===== config.mk =====
export PLATFORM = sky130hd
export DESIGN_NAME = video_demod
export DESIGN_NICKNAME = d
export VERILOG_FILES = /design/src/rtl/video_pkg.sv /design/src/rtl/luma_slicer.sv /design/src/rtl/video_demod.sv
export SDC_FILE = /design/constraint.sdc
export NUM_CORES = 1
export LEC_CHECK = 0
export ABC_CLOCK_PERIOD_IN_PS = 2190
export BUFFER_PORTS_ARGS = -buffer_cell sky130_fd_sc_hd__buf_2
export CAP_MARGIN = 20
export CORE_MARGIN = 5
export CORE_UTILIZATION = 50
export DETAILED_ROUTE_END_ITERATION = 8
export GPL_TIMING_DRIVEN = 0
export PLACE_DENSITY = 0.7
export SLEW_MARGIN = 20
export SYNTH_ARGS = -nofsm -noshare
export SYNTH_HDL_FRONTEND = slang
export SYNTH_SLANG_ARGS = --single-unit

===== constraint.sdc =====
create_clock -name clkin -period 2.19 [get_ports clkin]
set_clock_uncertainty 0.15 [all_clocks]
set_input_delay 0.438 -clock clkin [delete_from_list [all_inputs] [get_ports clkin]]
set_output_delay 0.438 -clock clkin [all_outputs]
set_load 0.005 [all_outputs]

===== src/rtl/video_pkg.sv =====
// Shared constants, symbol table and state types for the ITU-656 luma demodulator.
`default_nettype none

package video_pkg;

  localparam logic [7:0] PREAMBLE_FF = 8'hFF;
  localparam logic [7:0] PREAMBLE_00 = 8'h00;

  localparam int XY_H_BIT = 4;
  localparam int XY_V_BIT = 5;

  localparam int SYM_W     = 4;
  localparam int MAP_DEPTH = 16;

  // Entries past the last data level are never selected; they only pad the table.
  localparam logic [SYM_W-1:0] SYMBOL_MAP [MAP_DEPTH] = '{
    4'b0000, 4'b0001, 4'b0011, 4'b0111,
    4'b1111, 4'b1110, 4'b1100, 4'b1000,
    4'b1001, 4'b0110, 4'b1010, 4'b0101,
    4'b0000, 4'b0000, 4'b0000, 4'b0000
  };

  typedef enum logic {
    WAIT_BEGIN = 1'b0,
    IN_FRAME   = 1'b1
  } frame_state_t;

  typedef enum logic [2:0] {
    HUNT = 3'd0,
    P1   = 3'd1,
    P2   = 3'd2,
    P3   = 3'd3,
    XY   = 3'd4
  } parse_state_t;

endpackage

`default_nettype wire


===== src/rtl/luma_slicer.sv =====
// Registered slicer: maps an averaged luma code onto a level bin and classifies it.
`default_nettype none

module luma_slicer #(
  parameter int NUM_SYMBOLS = 12,
  parameter int LEVEL_BASE  = 65,
  parameter int LEVEL_STEP  = 10,
  parameter int LVL_W       = 4
) (
  input  logic             clkin,
  input  logic             reset_n,
  input  logic             i_vld,
  input  logic [7:0]       i_avg,
  output logic [LVL_W-1:0] o_level,
  output logic             o_data,
  output logic             o_begin,
  output logic             o_end,
  output logic             o_err
);

  logic             w_hit;
  logic [LVL_W-1:0] w_level;

  // Half-open bins [BASE+k*STEP, BASE+(k+1)*STEP) for every data level plus the two markers.
  always_comb begin
    w_hit   = 1'b0;
    w_level = '0;
    for (int i = 0; i < NUM_SYMBOLS + 2; i++) begin
      if ((int'(i_avg) >= LEVEL_BASE + i * LEVEL_STEP) &&
          (int'(i_avg) <  LEVEL_BASE + (i + 1) * LEVEL_STEP)) begin
        w_hit   = 1'b1;
        w_level = LVL_W'(i);
      end
    end
  end

  always_ff @(posedge clkin or negedge reset_n) begin
    if (!reset_n) begin
      o_level <= '0;
      o_data  <= 1'b0;
      o_begin <= 1'b0;
      o_end   <= 1'b0;
      o_err   <= 1'b0;
    end else begin
      o_level <= w_level;
      o_data  <= i_vld && w_hit && (w_level <  LVL_W'(NUM_SYMBOLS));
      o_begin <= i_vld && w_hit && (w_level == LVL_W'(NUM_SYMBOLS));
      o_end   <= i_vld && w_hit && (w_level == LVL_W'(NUM_SYMBOLS + 1));
      o_err   <= i_vld && !w_hit;
    end
  end

endmodule

`default_nettype wire


===== src/rtl/video_demod.sv =====
// ITU-656 luma demodulator: SAV/EAV tracking, luma group averaging, slicing and symbol framing.
`default_nettype none

module video_demod
  import video_pkg::*;
#(
  parameter int OVERSAMPLE  = 4,
  parameter int SYMBOL_BITS = 4,
  parameter int NUM_SYMBOLS = 12,
  parameter int LEVEL_BASE  = 65,
  parameter int LEVEL_STEP  = 10
) (
  input  logic                   clkin,
  input  logic                   reset_n,
  input  logic [7:0]             td_in,
  output logic [SYMBOL_BITS-1:0] data_out,
  output logic                   data_valid,
  output logic                   frame_active,
  output logic                   frame_done,
  output logic                   sym_err,
  output logic                   line_active
);

  localparam int OS_LOG2 = $clog2(OVERSAMPLE);
  localparam int ACC_W   = 8 + OS_LOG2;
  localparam int CNT_W   = (OS_LOG2 > 0) ? OS_LOG2 : 1;
  localparam int LVL_W   = $clog2(NUM_SYMBOLS + 2);

  parse_state_t r_pstate, w_pnext;
  logic         w_is_ff;
  logic         w_xy_word;
  logic         w_data_word;
  logic         r_line_active;

  // ---------------- timing reference parser ----------------
  always_ff @(posedge clkin or negedge reset_n) begin
    if (!reset_n) r_pstate <= HUNT;
    else          r_pstate <= w_pnext;
  end

  always_comb begin
    w_pnext = r_pstate;
    if (td_in == PREAMBLE_FF) begin
      w_pnext = P1;
    end else begin
      case (r_pstate)
        P1:      w_pnext = (td_in == PREAMBLE_00) ? P2 : HUNT;
        P2:      w_pnext = (td_in == PREAMBLE_00) ? P3 : HUNT;
        P3:      w_pnext = XY;
        XY:      w_pnext = HUNT;
        default: w_pnext = HUNT;
      endcase
    end
  end

  always_comb begin
    w_is_ff     = (td_in == PREAMBLE_FF);
    w_xy_word   = (r_pstate == P3) && !w_is_ff;
    w_data_word = r_line_active && !w_is_ff &&
                  ((r_pstate == HUNT) || (r_pstate == XY));
  end

  always_ff @(posedge clkin or negedge reset_n) begin
    if (!reset_n)       r_line_active <= 1'b0;
    else if (w_xy_word) r_line_active <= !td_in[XY_H_BIT] && !td_in[XY_V_BIT];
  end

  // ---------------- luma accumulation ----------------
  logic             r_phase;
  logic [ACC_W-1:0] r_acc;
  logic [CNT_W-1:0] r_cnt;
  logic [7:0]       r_avg;
  logic             r_avg_vld;
  logic [ACC_W-1:0] w_sum;
  logic [7:0]       w_avg;

  assign w_sum = r_acc + ACC_W'(td_in);
  assign w_avg = 8'(w_sum >> OS_LOG2);

  // Any preamble or XY word drops a partial group so that groups never straddle lines.
  always_ff @(posedge clkin or negedge reset_n) begin
    if (!reset_n) begin
      r_phase   <= 1'b0;
      r_acc     <= '0;
      r_cnt     <= '0;
      r_avg     <= '0;
      r_avg_vld <= 1'b0;
    end else begin
      r_avg_vld <= 1'b0;
      if (w_is_ff || w_xy_word) begin
        r_phase <= 1'b0;
        r_acc   <= '0;
        r_cnt   <= '0;
      end else if (w_data_word) begin
        r_phase <= !r_phase;
        if (r_phase) begin
          if (r_cnt == CNT_W'(OVERSAMPLE - 1)) begin
            r_avg     <= w_avg;
            r_avg_vld <= 1'b1;
            r_acc     <= '0;
            r_cnt     <= '0;
          end else begin
            r_acc <= w_sum;
            r_cnt <= r_cnt + CNT_W'(1);
          end
        end
      end
    end
  end

  // ---------------- slicer ----------------
  logic [LVL_W-1:0] w_sl_level;
  logic             w_sl_data;
  logic             w_sl_begin;
  logic             w_sl_end;
  logic             w_sl_err;

  luma_slicer #(
    .NUM_SYMBOLS (NUM_SYMBOLS),
    .LEVEL_BASE  (LEVEL_BASE),
    .LEVEL_STEP  (LEVEL_STEP),
    .LVL_W       (LVL_W)
  ) u_slicer (
    .clkin   (clkin),
    .reset_n (reset_n),
    .i_vld   (r_avg_vld),
    .i_avg   (r_avg),
    .o_level (w_sl_level),
    .o_data  (w_sl_data),
    .o_begin (w_sl_begin),
    .o_end   (w_sl_end),
    .o_err   (w_sl_err)
  );

  // ---------------- frame FSM ----------------
  frame_state_t           r_fstate, w_fnext;
  logic                   w_dv;
  logic                   w_fd;
  logic                   w_err;
  logic [SYMBOL_BITS-1:0] w_sym;
  logic [3:0]             w_map_idx;
  logic                   r_dv;
  logic                   r_fd;
  logic                   r_err;
  logic [SYMBOL_BITS-1:0] r_data_out;

  assign w_map_idx = 4'(w_sl_level);

  always_ff @(posedge clkin or negedge reset_n) begin
    if (!reset_n) r_fstate <= WAIT_BEGIN;
    else          r_fstate <= w_fnext;
  end

  always_comb begin
    w_fnext = r_fstate;
    case (r_fstate)
      WAIT_BEGIN: if (w_sl_begin) w_fnext = IN_FRAME;
      IN_FRAME:   if (w_sl_end)   w_fnext = WAIT_BEGIN;
      default:    w_fnext = WAIT_BEGIN;
    endcase
  end

  always_comb begin
    w_dv  = w_sl_data && (r_fstate == IN_FRAME);
    w_fd  = w_sl_end  && (r_fstate == IN_FRAME);
    w_err = w_sl_err;
    w_sym = SYMBOL_BITS'(SYMBOL_MAP[w_map_idx]);
  end

  always_ff @(posedge clkin or negedge reset_n) begin
    if (!reset_n) begin
      r_dv       <= 1'b0;
      r_fd       <= 1'b0;
      r_err      <= 1'b0;
      r_data_out <= '0;
    end else begin
      r_dv  <= w_dv;
      r_fd  <= w_fd;
      r_err <= w_err;
      if (w_dv) r_data_out <= w_sym;
    end
  end

  assign data_out     = r_data_out;
  assign data_valid   = r_dv;
  assign frame_done   = r_fd;
  assign sym_err      = r_err;
  assign frame_active = (r_fstate == IN_FRAME);
  assign line_active  = r_line_active;

endmodule

`default_nettype wire


== Word level (Yosys, flattened, before mapping) ==
Memories as Yosys holds them, arrays and structs flattened. A register that Yosys moved wholly into a read port is not among the register bits.
Index checks and enable logic that the tools add are counted.

* Output and inout bits: 9
* Word-level logic and storage cells: 146
* Memory bits (read-only): 64
* Memories kept: 1
* Bits in registers: 38

{| class="wikitable"
|+ Memory list
! name !! words !! bits a word !! rd ports !! clocked after Yosys merged registers in !! wr ports !! RTL line !! text
|-
| (name not given) || 16 || 4 || 1 || 1 || 0 || video_demod.sv:167 || <nowiki>w_sym = SYMBOL_BITS'(SYMBOL_MAP[w_map_idx]);</nowiki>
|}

* Order comparisons: 29
* $add $sub $neg: 2
* Multiplexer cells: 48
* Bitwise logic cells: 3
* Eq/ne operators: 8
* Reduce and logical (&&, ||, !) cells: 39

{| class="wikitable"
|+ Operators by type and width
! cell !! number
|-
| 8-bit less-than comparator (second input constant) || 8
|-
| 8-bit by 7-bit greater-or-equal comparator with 1-bit output (second input constant) || 7
|-
| 8-bit greater-or-equal comparator (second input constant) || 7
|-
| 8-bit by 7-bit less-than comparator with 1-bit output (second input constant) || 6
|-
| 10-bit 2-to-1 mux || 4
|-
| 1-bit logical AND || 25
|-
| 4-bit 2-to-1 mux || 6
|-
| 1-bit 2-to-1 mux || 23
|-
| 2-bit 2-to-1 mux || 8
|-
| 3-bit 2-to-1 mux || 5
|-
| 10-bit by 8-bit adder with 10-bit output || 1
|-
| 3-bit one-hot mux with 3 select lines || 1
|-
| 4-bit equality test (second input constant) || 2
|-
| 8-bit equality test (second input constant) || 1
|-
| 8-bit logical NOT || 1
|-
| 3-bit by 2-bit equality test with 1-bit output (second input constant) || 2
|-
| 1-bit logical NOT || 6
|-
| 4-bit NOT with 5-bit output || 1
|-
| 4-bit less-than comparator (second input constant) || 1
|-
| 4-bit AND reduction || 1
|-
| 2-bit nonzero test || 2
|-
| 3-bit by 1-bit equality test with 1-bit output (second input constant) || 1
|-
| 3-bit equality test (second input constant) || 1
|-
| 3-bit logical NOT || 1
|-
| other kinds (6) || 8
|}

== Logic depth before layout (Yosys ltp) ==
* Depth in word-level cells: 18
* Gate-level depth with buffers: 7

== By module ==
Synthesis repeated with hierarchy kept, for this count alone.

* Cells, all modules: 271
* Area, all modules: 2582.5 sq um

{| class="wikitable"
|+ Modules (own cells, without submodules)
! module !! area an instance (sq um) !! times used !! cells each
|-
| video_demod || 1905.6 || 1 || 183
|-
| luma_slicer || 676.9 || 1 || 88
|}

== Least setup slack after synthesis ==
OpenSTA, ideal clock, no wires.

* Kind: input -> register
* Start: in td_in[0]
* End: reg r_avg[6]
* Path buffers: 0
* Arrival: 2.092 ns
* Cell stages on the path: 7
* Path slack: -0.177 ns
* Cell sequence: ha_1 > fa_1 > a211oi_1 > nor2_1 > o41ai_4 > xnor2_1 > mux2_2

* Cells in the longest elaborated chain, start to end: 6
* Elaborated cells on any way between the ends: 9
* Those cells by class: add/sub (1); eq/ne (1); bitwise (1); reduce/logical (6)

{| class="wikitable"
|+ Ends and longest elaborated chain
! what !! RTL line !! text
|-
| start: declaration || video_demod.sv:15 || <nowiki>input logic [7:0] td_in,</nowiki>
|-
| branches (longest 6 deep; another with 10-bit by 8-bit adder with 10-bit output) || n/a ||
|-
| end signal: assignment || video_demod.sv:98 || <nowiki>r_avg <= w_avg;</nowiki>
|-
| end: declaration || video_demod.sv:72 || <nowiki>logic [7:0] r_avg;</nowiki>
|}

Several ways; the timed one is not identified.
A chain may end at the register's enable or synchronous reset.

== Worst setup path after layout ==
* Start: reg r_acc[0]
* End: reg r_avg[6]

* Cells in the longest elaborated chain, start to end: 1

{| class="wikitable"
|+ Ends and longest elaborated chain
! what !! RTL line !! text
|-
| start: declaration || video_demod.sv:70 || <nowiki>logic [ACC_W-1:0] r_acc;</nowiki>
|-
| start signal: assignment || video_demod.sv:103 || <nowiki>r_acc <= w_sum;</nowiki>
|-
| 10-bit by 8-bit adder with 10-bit output || video_demod.sv:77 || <nowiki>assign w_sum = r_acc + ACC_W'(td_in);</nowiki>
|}

No other way between the ends.

==> impl_metrics.tcl <==
set metrics [dict create \
    status "finished, violations left" \
    violations "hold timing" \
    clkSlewWorstSetupHoldPaths_ns 0.09 \
    synth-edff-count 0 \
    grt_usage_pct 17.2 \
    cts_hold_buf 0 \
    route.vias.total 1937 \
    synth_seq_cells 42 \
    final_area_um2 2780 \
    nets 300 \
    final_util_pct 58.9 \
    syn_area_per_cell_um2 9.85 \
    layout-drive-gt1-share_pct 19.6 \
    place_ws_ns -0.269 \
    p_leak_uw 0.00124 \
    rsz0062_at_grt "yes" \
    stdcell_count 343 \
    insertedDiodeCount 0 \
    dr.pass1.iters 4 \
    die_y_um 79.6 \
    placedCellCount 331 \
    cp_data_arrival_time_ns 2.21 \
    cp_cell_sequence "ha_4 -> fa_2 -> a211oi_2 -> nor2_2 -> o41ai_4 -> xnor2_1 -> mux2_2" \
    synth_cells 246 \
    hpwl_um 3570 \
    drt-wirelength-per-cell_um 14.3 \
    cp_data_required_time_ns 2.23 \
    cp-end-kind "flip-flop" \
    ctsHtreeMaxLevel 2 \
    setup_viol 0 \
    ys_seq_area_share_pct 43.4 \
    synth.distinct_cells 53 \
    hold_violations 23 \
    final_period_minus_worst_setup_slack_ns 2.17 \
    post-route-period-util_pct 99.3 \
    max_freq_ghz 0.460 \
    fp.dieW_um 79.6 \
    setup_slack_ns 0.0161 \
    ant_nets 0 \
    critPathMaxStageDelay_ns 0.41 \
    die_area_um2 6340 \
    cts-root-buf "clkbuf_8" \
    io_buffer_count 18 \
    grt-ovfl-total 0 \
    synth.net_count 271 \
    start_kind "flip-flop" \
    final_cell_mix "dfrtp_1, nor2_1, buf_2, nand2_1" \
    yosys_warnings 0 \
    power.density_nw_per_um2 531 \
    clockBufferDepth 2 \
    crit_type "flip-flop to flip-flop" \
    gp_congestion 0.836 \
    drc 0 \
    syn_area_um2 2420 \
    cp_slowest_cell "dfrtp_1" \
    cts_tree "yes" \
    worst_pin_slew_ns 0.755 \
    grt_first_pass_wirelength_um 8500 \
    cts_sinks 42 \
    yosys-top-cells-area "dfrtp_1, ha_1, a21oi_1" \
    final_common_cell "dfrtp_1" \
    slew_viol_final 0 \
    grt_max_degree 43 \
    synth_top_area_cell "dfrtp_1" \
    start_util_pct 51.3 \
    min_path_type "input pin to async pin" \
    drtIter0Drc 107 \
    routed_wirelength_um 4910 \
    core-area_um2 4720 \
    grt_pass1_vias 1846 \
    async_reset_ff_share_pct 100 \
    rows 25 \
    slew_headroom_pct 49.4 \
    ios 19 \
    peakVddDrop_mv 0.361 \
    synth_top_area_share_pct 43.4 \
    insertion_delay_ns 0.30 \
    drv_cap 0 \
    cts-buffers-inserted 5 \
    antenna_found_initial 0 \
    critPathMaxFanout 3 \
    routed_via_density 5.65 \
    holdWs_ns -0.0310 \
    placed_area_um2 2610 \
    area_delta_synth_final_pct 14.9 \
    synthFlopType "dfrtp_1" \
]
-- path summary, 6_finish.rpt --
kind	startpoint	to	slack, ns	cells after the start
min	reset_n	r_phase	-0.03	1
max reg2reg	r_acc[0]	r_avg[6]	0.02	7
min in group clkin	u_slicer.o_err	sym_err	0.21	0
max	r_acc[0]	r_avg[6]	0.02	7
min reg2reg	u_slicer.o_err	sym_err	0.21	0
max in group asynchronous	reset_n	r_avg[3]	1.43	2
-- metal layers --
layer / vias to the layer above / global-route usage, % / wire length, um
li1: 962 / - / -
met1: 908 / 23.7 / 2330
met2: 51 / 25.9 / 2210
met3: 16 / 4.18 / 254
met4: 0 / 6.36 / 115
met5: - / 0 / 0
-- synthesized netlist by cell type (2+ instances only) --
library cell  count
nand3_1           8
nor3_1            7
buf_2             2
dfrtp_1          42
nand4_1           2
nor4_1            3
o22a_1            2
a21o_1            3
a22o_1            6
o2111ai_1         2
nor2b_1           4
a41oi_1           2
o21ai_0          16
nand2b_1          5
o22ai_1           4
nor2_1           21
clkbuf_1          6
xnor2_1           7
ha_1             14
nand2_1          19
a21oi_1          16
mux2_2            7
nor3b_1           2
mux2i_1           5
a211oi_1          2
inv_1            10
o211ai_1          2
a2111oi_0         2
-- stage by stage --
stage                     power (uW)  TNS [ns]
final                           1480         0
after detailed placement         946    -0.809
after global placement           943    -0.609
after global routing            1550    -0.115
after CTS                       1480    -0.131
after floorplan                  897         0
-- critical path, delay by kind of cell, from the launching register on --
family                   cells  cell delay, ns
AO/OA/AOI/OAI                2            0.50
multiplexers                 1            0.26
XOR/XNOR                     1            0.11
flip-flops                   1            0.41
adder cells (fa/ha/maj)      2            0.53
AND/OR/NAND/NOR              1            0.09
-- sequential cells by signal, indices dropped and copies added, names as in the netlist, 2 cells and up --
register          count
r_pstate              3
data_out              4
u_slicer.o_level      4
r_acc                10
r_cnt                 2
r_avg                 8
-- final cells by class --
class / instances / area (um2)
buffer: 8 / 32.5
clock buffer: 6 / 82.6
clock inverter: 2 / 12.5
fill: 413 / 1940
inverter: 10 / 37.5
multi-input combinational: 186 / 1340
sequential: 42 / 1050
tap: 67 / 83.8
timing repair buffer: 22 / 140
-- power breakdown --
group          switching [uW]  leakage, uW  internal [uW]
logic                    83.0     0.000639           50.7
registers                15.2     0.000557            791
clock network             284    0.0000472            254
-- timing repair --
| item | CTS | global route |
|---|---|---|
| gates resized for setup | 1 | 4 |
| cloned | 0 | 0 |
| setup buffers | 1 | 2 |
| setup endpoints to repair | 1 | 4 |
| pin swaps | 2 | 3 |
-- logic make-up (layout without fill, tap and decap cells) --
group | after synthesis | after routing | synth area share, %
AND/OR/NAND/NOR | 81 | 81 | 16.9
AO/OA/AOI/OAI | 69 | 69 | 20.1
flip-flops | 42 | 42 | 43.4
buffers and inverters | 18 | 48 | 2.89
adder cells (fa/ha/maj) | 16 | 16 | 8.52
multiplexers | 12 | 12 | 5.32
XOR/XNOR | 8 | 8 | 2.89
Note: power is estimated with default switching activity, not from simulation.
